===== src/rtl/sbus_master.sv =====
// Single-outstanding initiator for the simple bus: one command in, one bus cycle out, one response back.
// A per-transfer watchdog aborts cycles that never see rdy_ and reports them with rsp_err.
module sbus_master #(
  parameter int ADDR_W  = 30,
  parameter int DATA_W  = 32,
  parameter int TIMEOUT = 255
) (
  input  logic              clk,
  input  logic              rst,
  // Valid/ready on both ports: a transfer happens on the rising clk edge where
  // valid and ready are both high; the sender holds valid and payload until then.
  input  logic              cmd_valid,
  output logic              cmd_ready,
  input  logic              cmd_rw,
  input  logic [ADDR_W-1:0] cmd_addr,
  input  logic [DATA_W-1:0] cmd_wr_data,
  output logic              rsp_valid,
  input  logic              rsp_ready,
  output logic [DATA_W-1:0] rsp_rd_data,
  output logic              rsp_err,
  output logic              busy,
  output logic              as_,
  output logic              rw,
  output logic [ADDR_W-1:0] addr,
  output logic [DATA_W-1:0] wr_data,
  input  logic [DATA_W-1:0] rd_data,
  input  logic              rdy_,
  output logic [1:0]        dbg_state
);

  localparam logic READ     = 1'b1;
  localparam logic ENABLE_  = 1'b0;
  localparam logic DISABLE_ = 1'b1;

  localparam int               CNT_W    = $clog2(TIMEOUT + 1);
  localparam logic [CNT_W-1:0] CNT_LAST = CNT_W'(TIMEOUT - 1);
  localparam logic [CNT_W-1:0] CNT_MAX  = '1;
  localparam logic [CNT_W-1:0] CNT_ONE  = CNT_W'(1);

  typedef enum logic [1:0] {
    IDLE = 2'd0,
    REQ  = 2'd1,
    RESP = 2'd2
  } state_t;

  state_t            state;
  state_t            state_d;
  logic [CNT_W-1:0]  cnt;
  logic [CNT_W-1:0]  cnt_d;
  logic              cmd_ready_d;
  logic              rsp_valid_d;
  logic [DATA_W-1:0] rsp_rd_data_d;
  logic              rsp_err_d;
  logic              busy_d;
  logic              as_d;
  logic              rw_d;
  logic [ADDR_W-1:0] addr_d;
  logic [DATA_W-1:0] wr_data_d;
  logic              req_done;
  logic              req_abort;

  assign dbg_state = state;
  assign req_done  = (state == REQ) && !rdy_;
  assign req_abort = (state == REQ) && rdy_ && (cnt == CNT_LAST);

  // State and every output are registers; reset forces the bus idle and drops any response.
  always_ff @(posedge clk) begin
    if (rst) begin
      state       <= IDLE;
      cnt         <= '0;
      cmd_ready   <= 1'b1;
      rsp_valid   <= 1'b0;
      rsp_rd_data <= '0;
      rsp_err     <= 1'b0;
      busy        <= 1'b0;
      as_         <= DISABLE_;
      rw          <= READ;
      addr        <= '0;
      wr_data     <= '0;
    end else begin
      state       <= state_d;
      cnt         <= cnt_d;
      cmd_ready   <= cmd_ready_d;
      rsp_valid   <= rsp_valid_d;
      rsp_rd_data <= rsp_rd_data_d;
      rsp_err     <= rsp_err_d;
      busy        <= busy_d;
      as_         <= as_d;
      rw          <= rw_d;
      addr        <= addr_d;
      wr_data     <= wr_data_d;
    end
  end

  always_comb begin
    state_d = state;
    case (state)
      IDLE:    if (cmd_valid) state_d = REQ;
      REQ:     if (req_done || req_abort) state_d = RESP;
      RESP:    if (rsp_ready) state_d = IDLE;
      default: state_d = IDLE;
    endcase
  end

  always_comb begin
    cnt_d         = cnt;
    rsp_rd_data_d = rsp_rd_data;
    rsp_err_d     = rsp_err;
    as_d          = as_;
    rw_d          = rw;
    addr_d        = addr;
    wr_data_d     = wr_data;

    case (state)
      IDLE: begin
        if (cmd_valid) begin
          as_d      = ENABLE_;
          rw_d      = cmd_rw;
          addr_d    = cmd_addr;
          wr_data_d = cmd_wr_data;
          cnt_d     = '0;
        end
      end
      REQ: begin
        if (req_done || req_abort) begin
          // rdy_ wins over the abort when both land on the same cycle.
          rsp_rd_data_d = (req_done && (rw == READ)) ? rd_data : '0;
          rsp_err_d     = !req_done;
          as_d          = DISABLE_;
          rw_d          = READ;
          addr_d        = '0;
          wr_data_d     = '0;
        end else if (cnt != CNT_MAX) begin
          cnt_d = cnt + CNT_ONE;
        end
      end
      default: ;
    endcase

    // RESP followed by IDLE keeps as_ high for at least two cycles, so the
    // slave's lingering rdy_ from the previous cycle never reaches REQ.
    cmd_ready_d = (state_d == IDLE);
    rsp_valid_d = (state_d == RESP);
    busy_d      = (state_d != IDLE);
  end

endmodule


===== config.mk =====
export PLATFORM = sky130hd
export DESIGN_NAME = sbus_master
export DESIGN_NICKNAME = d
export VERILOG_FILES = /design/src/rtl/sbus_master.sv
export SDC_FILE = /design/constraint.sdc
export NUM_CORES = 1
export LEC_CHECK = 0
export ABC_CLOCK_PERIOD_IN_PS = 4800
export CAP_MARGIN = 0
export CORE_UTILIZATION = 40
export CTS_BUF_LIST = sky130_fd_sc_hd__clkbuf_16
export CTS_CLUSTER_SIZE = 20
export DETAILED_ROUTE_END_ITERATION = 8
export GPL_TIMING_DRIVEN = 1
export PLACE_DENSITY = 0.83
export SKIP_LAST_GASP = 1
export SLEW_MARGIN = 20
export SYNTH_ARGS = -nofsm -noshare
export SYNTH_HDL_FRONTEND = slang
export SYNTH_SLANG_ARGS = --single-unit
export TNS_END_PERCENT = 100

===== constraint.sdc =====
create_clock -name clk -period 4.8 [get_ports clk]
set_input_delay 0.48 -clock clk [delete_from_list [all_inputs] [get_ports clk]]
set_output_delay 0.48 -clock clk [all_outputs]
set_load 0.02 [all_outputs]

# [Word-level counts from Yosys, hierarchy flattened]
# Index checks and enable logic that the tools add are counted.
[op_classes] n_addsub=1 n_eq_ne=9 muxes=20 reduce_logical=14
[op_table] operator="32-bit 2-to-1 mux" n=3
[op_table] operator="32-bit one-hot mux with 2 select lines" n=1
[op_table] operator="30-bit 2-to-1 mux" n=2
[op_table] operator="30-bit one-hot mux with 2 select lines" n=1
[op_table] operator="8-bit 2-to-1 mux" n=3
[op_table] operator="8-bit one-hot mux with 2 select lines" n=1
[op_table] operator="8-bit by 1-bit adder with 8-bit output, second input constant" n=1
[op_table] operator="8-bit == test, second input constant" n=1
[op_table] operator="8-bit inequality test, second input constant" n=1
[op_table] operator="2-bit 2-to-1 mux" n=3
[op_table] operator="2-bit one-hot mux with 3 select lines" n=1
[op_table] operator="2-bit == test, second input constant" n=2
[op_table] operator="1-bit logical AND" n=4
[op_table] operator="2-bit logical NOT" n=2
[op_table] operator="2-bit by 1-bit inequality test with 1-bit output, second input constant" n=2
[op_table] operator="2-bit inequality test, second input constant" n=2
[op_table] operator="1-bit one-hot mux with 2 select lines" n=2
[op_table] operator="4-bit AND reduction" n=1
[op_table] operator="2-bit nonzero test" n=2
[op_table] operator="1-bit 2-to-1 mux" n=3
[op_table] operator="3-bit AND reduction" n=1
[op_table] operator="2-bit by 1-bit == test with 1-bit output, second input constant" n=1
[op_table] operator="1-bit logical NOT" n=2
[op_table] operator="2-bit AND reduction" n=1
[op_table] operator="1-bit logical OR" n=1
[word_totals] ff_bits=110 output_inout_bits=102 wordCells=55

# [Longest topological paths before layout]
# Gate-level depths: netlist of the first run.
[depth] depth_word=7 ltp_mapped=7 ltp_nobuf=6

# [Least setup slack after synthesis of the first run]
# OpenSTA, ideal clock, no wires.
[synth_timing] path_kind="reg-to-reg" from="reg cnt[0]" to="reg cnt[5]" setup_ns=0.070 t_arrival_ns=1.535 path_slack_ns=3.195 path_stages_with_launch=6 n_path_buf=0 path_cell_list="dfxtp_1 > inv_1 > ha_1 > o2111a_1 > or4_1 > a21oi_1"
[synth_between] elab_chain_cells=5
[synth_rtl] element="from (decl)" line="48" rtl="logic [CNT_W-1:0] cnt;"
[synth_rtl] element="from (signal assigned)" line="82" rtl="cnt <= cnt_d;"
[synth_rtl] element="branches (longest 5 deep; another with 8-bit by 1-bit adder with 8-bit output)"
# Several ways; the timed one is not identified. The select of a mux whose other input is x is not followed.
# A chain may end at the register's enable or synchronous reset.

# [Worst setup path after layout of the first run]
[layout_timing] from="reg state[0] (netlist: dbg_state[0])" to="reg rsp_rd_data[10]"
[layout_between] elab_chain_cells=5
[layout_rtl] element="from (decl)" line="46" rtl="state_t state;"
[layout_rtl] element="from (signal assigned)" line="81" rtl="state <= state_d;"
[layout_rtl] element="2-bit by 1-bit == test with 1-bit output *" line="63, 64, 114"
[layout_rtl] element="1-bit logical AND (2 in series)" line="64" rtl="assign req_abort = (state == REQ) && rdy_ && (cnt == CNT_LAST);"
[layout_rtl] element="1-bit logical OR" line="125" rtl="if (req_done || req_abort) begin"
[layout_rtl] element="2-bit AND reduction (no source line)"
[layout_rtl] element="to (signal assigned)" line="85" rtl="rsp_rd_data <= rsp_rd_data_d;"
[layout_rtl] element="to (decl)" line="19" rtl="output logic [DATA_W-1:0] rsp_rd_data,"
# Mark *: on every way between the ends. The rest lies on a longest branch, timed or not.

==> results of run 1 <==
tightest hold or removal path, delay by kind of cell (launching register included):
family | cells | cell delay, ps
and+or+nand+nor | 2 | 90
DFF | 1 | 310
cell families (layout without fill, tap and decap cells):
| kind of cell | count (synthesis) | after routing |
|---|---|---|
| buf+inv | 39 | 229 |
| xor+xnor | 2 | 2 |
| fa+ha+maj | 2 | 2 |
| flops | 110 | 110 |
| compound gates | 121 | 121 |
| simple gates | 162 | 162 |
power by group:
part	switching (uW)	internal [uW]	leakage, uW
Clock	336	459	0.000147
Combinational	175	186	0.00128
Sequential	28.8	960	0.000898
final cells by class:
cell class | instances | area, sq um | area share
clock buffer | 9 | 225 | 0.0358
clock inverter | 7 | 97.6 | 0.0155
inverter | 8 | 30.0 | 0.00477
multi-input combinational | 287 | 1540 | 0.245
sequential | 110 | 2200 | 0.350
tap | 129 | 161 | 0.0256
timing repair buffer | 205 | 2040 | 0.324
flip-flops by register name, indices dropped and copies added, names as in the netlist:
| register | cells |
|---|---|
| dbg_state | 2 |
| cmd_ready | 1 |
| as_ | 1 |
| rsp_err | 1 |
| rsp_rd_data | 32 |
| wr_data | 32 |
| busy | 1 |
| addr | 30 |
| rsp_valid | 1 |
| rw | 1 |
| cnt | 8 |
metrics by stage:
stage | total power, uW | cells
floorplan | 1180 | 436
global placement | 1360 | 739
detailed placement | 1370 | 739
CTS | 2170 | 755
global route | 2240 | 755
finish | 2140 | 755
routing by layer:
layer,track usage,share of wire,vias to the layer above
li1,-,-,1859
met1,0.228,0.40,1742
met2,0.400,0.50,168
met3,0.0794,0.090,13
met4,0.0769,0.014,0
met5,0,0,-
final timing paths:
kind	startpoint	endpoint	slack [ps]	cells past startpoint
max	dbg_state[0]	rsp_rd_data[10]	2450	3
min reg2reg	as_	as_	450	2
min	as_	as_	450	2
max reg2reg	dbg_state[0]	rsp_rd_data[10]	2450	3
placed cells by master, fill, tap and decap left out, types with 2 or more instances in the layout:
cell,instances
o41ai_1,3
nor2_1,5
clkinvlp_4,3
a22o_1,32
inv_1,8
nand3_1,5
bufinv_16,2
xnor2_1,2
clkbuf_16,9
a211o_1,2
o311ai_0,2
ha_1,2
dfxtp_1,110
buf_4,4
a31oi_1,3
a21oi_1,68
clkdlybuf4s50_1,201
or4_1,3
or3_1,3
o21ai_0,2
nor3_1,2
nand2_1,132
==> results.md, run 1 <==
- Status: completed
- Worst setup margin: 2450 ps
- Worst rel slew slack: 0.279
- Hold-fix buffers, CTS: 0
- Synth Area in Compound Gates: 0.200
- Cells after Synth: 436
- Io pins: around 200
- Vias in the first global route: 3624
- First-pass GRT wire length: ~17000 microns
- Vias per inst: 5.01
- Critical Path AT: 2620 ps
- CP endpoint kind: flop
- Post-CTS setup repair buffer count: 0
- Yosys Warn Count: 0
- Die H: 101 microns
- Synth Area per Inst: 9.05 sq um
- CTS Buf Count: 9
- # diodes: 0
- TritonCTS clock tree: done
- Number of remaining DRC errors: 0
- Syn nets: about 540
- Final ANT Viol Nets: 0
- Gr usage total: 0.218
- Vias: 3782
- Post-route clock skew: 6.13 ps
- Crit path launch type: flop
- CTS Root Cell: clkbuf_16
- Placer's final routability congestion estimate: 0.843
- Sequential share of the synthesized area: 0.558
- Buf/Inv on CP: 0
- Post_cts resized: 0
- Die width: 101 microns
- Register bit total from synthesis: 110
- Critical-path cell list: nor2b_1, and4_1, a22o_1
- FP Rows: 35
- P per Cell Area: 341 mW/mm^2
- Synth unique cells: 42
- Share of cells above drive strength 1: 0.0463
- Final Cell Area: 0.00630 sq mm
- Largest net degree at the start of global routing: 63
- MaxCap Viol Count: 0
- H-tree levels: 3
- Iter 0 DRT Violations: a little under 90
- Setup_tns: 0 ps
- Hold crit path type: reg -> reg
- DRT Wirelength: 11300 microns
- Starting density of the core: 0.419
- Crit path max fanout: 32
- Post-Place Worst Slack: about 2300 ps
- Post-synth top area share: 0.558
- Die area: 0.0103 sq mm
- Critical-path top delay cell: and4_1
- Finish-stage setup viols: 0
- Simple-Gate Fraction of Synth Area: 0.176
- Most frequent cells after synthesis: nand2_1, dfxtp_1, a21oi_1, a22o_1, clkbuf_1
- Crit path kind: reg -> reg
- Synth area leader: dfxtp_1
- Layout overhead on the synthesized area: 59.6%
- Filler instances: ~750
- Placed cell area: 0.00597 sq mm
- Max frequency: ~430 MHz
- Clock buffer depth: 2
- Synth Area in Adders: 0.00634
- Clk slew on worst S/H paths: approximately 70 ps
- Ys flop type: dfxtp_1
- Core Util, Final: 0.669
- Multiplexer share of the synthesized area: 0
- DRT Pass-1 Iters: 4
- Hold slack: 448 ps
- Pleak: 0.00233 uW
- CTS Sinks: between 100 and 150
- Input/output buffers: 201
- Max VDD drop: between 0.2 and 0.25 mV
- Dpl hpwl: 8100 microns
- Post-synthesis xor/xnor area fraction: 0.00444
- Worst endpoint required time: 5070 ps
- Mapped cell area: 0.00395 sq mm
- Most frequent cell after synthesis: nand2_1
- FFs w/ async S/R, synth: 0
- Combinational family with the most area after synthesis: compound AO/OA/AOI/OAI gates
- CP peak stage delay: 980 ps
- Worst-margin pin slew: about 1100 ps
- RSZ-0062 raised after global routing: no
- Final hold vios: 0
- Post-DR wirelength/cell: 14.9 microns
- Number of flops mapped to enable cells by yosys: 0
- Clock Latency Late Sink: 340 ps
- Min Tclk post-route: 2350 ps
- Slew Limit Fails: 0
- Grt ovf: 0
- Final period util: 0.489
- Core area: approximately 0.0094 sq mm
- Initial antenna violation count: 0
- Main area contributors after synthesis: dfxtp_1, nand2_1, a21oi_1, a22o_1, buf_6
- Critical path's top delay family: simple AND/OR/NAND/NOR gates
- Nets: ~720
Note: power is estimated with default switching activity, not from simulation.
==> inputs of run 2 (changes only) <==
--- a/config.mk
+++ b/config.mk
@@ -5,14 +5,14 @@
 export SDC_FILE = /design/constraint.sdc
 export NUM_CORES = 1
 export LEC_CHECK = 0
-export ABC_CLOCK_PERIOD_IN_PS = 4800
+export ABC_CLOCK_PERIOD_IN_PS = 1950
 export CAP_MARGIN = 0
-export CORE_UTILIZATION = 40
+export CORE_UTILIZATION = 36
 export CTS_BUF_LIST = sky130_fd_sc_hd__clkbuf_16
 export CTS_CLUSTER_SIZE = 20
 export DETAILED_ROUTE_END_ITERATION = 8
 export GPL_TIMING_DRIVEN = 1
-export PLACE_DENSITY = 0.83
+export PLACE_DENSITY = 0.79
 export SKIP_LAST_GASP = 1
 export SLEW_MARGIN = 20
 export SYNTH_ARGS = -nofsm -noshare
==> constraint.sdc (replaced) <==
create_clock -name clk -period 1.95 [get_ports clk]
set_input_delay 0.195 -clock clk [delete_from_list [all_inputs] [get_ports clk]]
set_output_delay 0.195 -clock clk [all_outputs]
set_load 0.02 [all_outputs]
==> run 2 against run 1 <==
Via count rose by 1.7%. Maximum frequency grew 30%. Critical path depth rose by 2. Clock power increased by 120%. Clock skew is 4.2 ps higher. Largest power group unchanged.
==> results.md, run 2 (synthesis gave the netlist of run 1 again) <==
- Nets: 729 (+0.83%)
- P per Cell Area: 804 mW/mm^2 (+140%)
- Grt ovf: 0 (unchanged)
- Post-route clock skew: 10.4 ps (+4.25 ps)
- Number of remaining DRC errors: 0 (unchanged)
- Vias per inst: 5.01 (about the same)
- DRT Pass-1 Iters: 5 (+1)
- Iter 0 DRT Violations: 207 (+130%)
- CP endpoint kind: flop
- MaxCap Viol Count: 0 (unchanged)
- Die area: 0.0114 sq mm (+11%)
- CTS Buf Count: 9 (unchanged)
- First-pass GRT wire length: 17700 microns (+1.7%)
- Crit path max fanout: 6 (-81%)
- Filler instances: 893 (+19%)
- DRT Wirelength: 11400 microns (+1.1%)
- Post-CTS setup repair buffer count: 0 (unchanged)
- Post_cts resized: 0 (unchanged)
- Final hold vios: 0 (unchanged)
- Status: completed
- Core area: 0.0105 sq mm (+11%)
- Pleak: 0.00236 uW (+1.5%)
- Worst-margin pin slew: 633 ps (-448 ps)
- Crit path launch type: flop
- TritonCTS clock tree: done
- RSZ-0062 raised after global routing: yes
- Clock Latency Late Sink: 340 ps (about the same)
- Hold slack: 396 ps (-52.1 ps)
- Final ANT Viol Nets: 0 (unchanged)
- Placer's final routability congestion estimate: 0.850 (+0.84%)
- Clock buffer depth: 2 (unchanged)
- Post-Place Cells: 752 (+1.8%)
- Crit path kind: reg -> reg
- Vias in the first global route: 3701 (+2.1%)
- Die width: 107 microns (+5.3%)
- Layout overhead on the synthesized area: 61.1%
- Dpl hpwl: 8460 microns (+4.4%)
- Max VDD drop: 0.456 mV (+83%)
- Gr usage total: 0.196 (-0.0221)
- Starting density of the core: 0.377 (-0.0420)
- Largest net degree at the start of global routing: 39 (-38%)
- Largest regs: rsp_rd_data (32), wr_data (32), addr (30)
- Min Tclk post-route: 1810 ps (-540 ps)
- Input/output buffers: 201 (unchanged)
- Most common cell after layout, fill and taps aside: clkdlybuf4s50_1
- Share of cells above drive strength 1: 0.0585 (+0.0122)
- Post-DR wirelength/cell: 14.9 microns (-0.58%)
- CTS Root Cell: clkbuf_16
- Clk slew on worst S/H paths: 80 ps (about the same)
- Hold crit path type: in -> reg
- Worst endpoint required time: 2220 ps (-2850 ps)
- Hold-fix buffers, CTS: 0 (unchanged)
- Finish-stage setup viols: 0 (unchanged)
- CTS Sinks: 110 (unchanged)
- Max frequency: 553 MHz (+30%)
- Final period util: 0.927 (+0.438)
- Initial antenna violation count: 0 (unchanged)
- Io pins: 202 (unchanged)
- FP Rows: 37 (+5.7%)
- Worst rel slew slack: 0.573 (+0.294)
- Die H: 107 microns (+5.3%)
- Finished Layout Cells: 768 (+1.7%)
- Vias: 3846 (+1.7%)
- Critical Path AT: 2080 ps (-540 ps)
- Most frequent cells in the layout: clkdlybuf4s50_1, nand2_1, dfxtp_1
- H-tree levels: 3 (unchanged)
- Slew Limit Fails: 0 (unchanged)
- # diodes: 0 (unchanged)
-- run 2: changes by cell type in the layout (fill, tap and decap cells not counted), sizes merged --
cell,change
buf,+6
bufinv,-2
inv,+2
clkinv,+1
clkinvlp,-1
-- run 2: path summary, 6_finish.rpt --
check	to	startpoint	cells after the start	slack, ps
worst max register to register	cnt[0]	cnt[0]	5	140
worst min-delay path	addr[17]	cmd_addr[17]	3	400
worst min register to register	as_	as_	2	450
worst max-delay path	cnt[0]	cnt[0]	5	140
-- run 2: cell type report --
class / count / area [sq um] / share of cell area
clock buffer: 9 / 225 / 0.0354
clock inverter: 7 / 56.3 / 0.00886
inverter: 8 / 30.0 / 0.00472
multi-input combinational: 287 / 1530 / 0.241
sequential: 110 / 2200 / 0.347
tap: 136 / 170 / 0.0268
timing repair buffer: 211 / 2140 / 0.336
-- run 2: power breakdown --
group          leakage, uW  internal (uW)  switching (uW)
Sequential        0.000898           2360            68.3
Clock             0.000136            886             868
Combinational      0.00133            482             439
-- run 2: metrics by stage --
stage	cell area, sq um	util	setup TNS [ps]	total power [uW]	setup slack, ps
2_1_floorplan	3950	-	0	2890	345
3_3_place_gp	6070	0.580	0	3380	64.6
3_5_place_dp	6070	0.580	0	3410	20.8
4_1_cts	6350	0.607	0	5170	38.2
5_1_grt	6360	0.608	-3.05	5330	-3.05
6_report	6360	0.608	0	5110	143
-- run 2: routing by layer --
| layer | vias to the layer above | GRT usage | routed length, microns | share of wire |
|---|---|---|---|---|
| met3 | 19 | 0.0602 | 959 | 0.084 |
| met5 | - | 0 | 0 | 0 |
| met4 | 0 | 0.0802 | 244 | 0.021 |
| met2 | 168 | 0.338 | 5560 | 0.49 |
| met1 | 1793 | 0.224 | 4650 | 0.41 |
| li1 | 1866 | - | - | - |
-- run 2: worst max-delay path, cell delays in order (launching register included) --
cell and delay (ps):
dfxtp_1 420, ha_1 270, o21ai_0 130, o311ai_0 560
o211ai_1 190, a31oi_1 170
==> patch (settings of run 2) <==
`rsp_rd_data`, `addr` and `wr_data` no longer have a reset.
--- a/src/rtl/sbus_master.sv
+++ b/src/rtl/sbus_master.sv
@@ -72,3 +72,2 @@
       rsp_valid   <= 1'b0;
-      rsp_rd_data <= '0;
       rsp_err     <= 1'b0;
@@ -77,4 +76,2 @@
       rw          <= READ;
-      addr        <= '0;
-      wr_data     <= '0;
     end else begin
@@ -84,3 +81,2 @@
       rsp_valid   <= rsp_valid_d;
-      rsp_rd_data <= rsp_rd_data_d;
       rsp_err     <= rsp_err_d;
@@ -89,5 +85,9 @@
       rw          <= rw_d;
-      addr        <= addr_d;
-      wr_data     <= wr_data_d;
     end
+  end
+
+  always_ff @(posedge clk) begin
+    rsp_rd_data <= rsp_rd_data_d;
+    addr        <= addr_d;
+    wr_data     <= wr_data_d;
   end
Function: changed (a bounded check fails within 4 cycles, from zero or initial values and one cycle with rst high).
==> patch against run 2 <==
  * Design area rose by 6.2%
  * Area after synthesis increased by 6.7%
  * Sequential cell count unchanged
  * Wire length shrank 12%
  * Setup slack gained 0.027 ns
  * Via count shrank 20%
  * Critical path depth unchanged
  * Power rose by 17%
  * Combinational power rose by 50%
==> patch: results (changes against run 2) <==
** Cells and area
- Non-clock buffer total of the final layout :: 212 (+0.47%)
- Compared with the post-synthesis result, the final layout area differs by 60.3%.
- Area taken by multi-input logic gates :: 1000 um^2 (-35%)
- The number of nets at the end of the flow was 600 (-18%).
- The final-layout fill cell count was 932 (+4.4%).
- Proportion of cell area occupied by registers :: 0.466 (+0.119)

** Yosys
- Post-Syn Nets :: 391 (-27%)
- The number of distinct library cell variants in the gate-level netlist after synthesis came to 31 (-26%).
- The most used flip-flop cell after synthesis is sky130_fd_sc_hd__edfxtp_1.
- Ranking of synthesized cells by area :: sky130_fd_sc_hd__edfxtp_1 67%, sky130_fd_sc_hd__and2_1 9.2%, sky130_fd_sc_hd__dfxtp_1 7.6%, sky130_fd_sc_hd__and3_1 4.9%, sky130_fd_sc_hd__a21oi_1 1.3%

** STA
- The minimum setup slack in the final design was 0.171 ns (+0.0275 ns).
- Rel. slew slack :: 0.637 (+0.0645)

** Setup path
- The arrival time of data at the critical path endpoint came to 1.80 ns (-0.28 ns).
- Among cell families on the critical path, the largest total delay comes from simple AND/OR/NAND/NOR gates.
- The most critical setup path has its endpoint at wr_data[3].
- The biggest fanout along the worst timing path came to 42 (+36).
- Startpoint of the worst-slack reg-to-reg timing path :: dbg_state[0]

** Pwr
- The logic gate share of total power came to 0.231 (+0.051).
- The switching share of power is 0.259 (-0.0105).
- The cell internal power dissipation came to 4.44 mW (+19%).

** Detailed routing
- Met3 wire len :: 767 um (-20%)
- The detailed router's first-iteration violation count is 135 (-35%).
- First-pass DRT Iterations :: 6 (+1)
- The routed length on met2 came to 5360 um (-3.6%).

** Min path
- The startpoint identified for the worst hold timing path is cnt[7].
- The number of cells on the worst hold path was 2 (-1).

** Global routing
- The met3 routing resource usage after global routing was 0.0364 (-0.0237).
- The total global routing track utilization came to 0.160 (-0.0354).
- Met1 capacity usage during global routing :: 0.181 (-0.0426)

** Run status
- The flow ran to the end, and the final reports show no timing, DRC or antenna violations.

** Placement
- Setup slack at placement :: 0.199 ns (+0.178 ns)

** Floorplan
- The area inside the core boundary is 11400 um^2 (+9.1%).
==> patch: changes by cell type in the layout (fill, tap and decap cells not counted), moves of 3 or more <==
cell                              run 2  this run
sky130_fd_sc_hd__nor3_1               2         5
sky130_fd_sc_hd__nand2_1            132         5
sky130_fd_sc_hd__a22o_1              32         1
sky130_fd_sc_hd__edfxtp_1             0        94
sky130_fd_sc_hd__and3_1               1        33
sky130_fd_sc_hd__a21oi_1             68        10
sky130_fd_sc_hd__dfxtp_1            109        16
sky130_fd_sc_hd__and2_1               0        62
==> patch: logic make-up (layout without fill, tap and decap cells) <==
logic type | count (synthesis) | count (layout) | share of synthesized area
adder cells (fa/ha/maj) | 2 | 2 | 0.00594
buffers and inverters | 21 | 235 | 0.0187
AND/OR/NAND/NOR | 132 | 132 | 0.192
flip-flops | 110 | 110 | 0.746
multiplexers | 1 | 1 | 0.00356
AO/OA/AOI/OAI | 23 | 23 | 0.0339
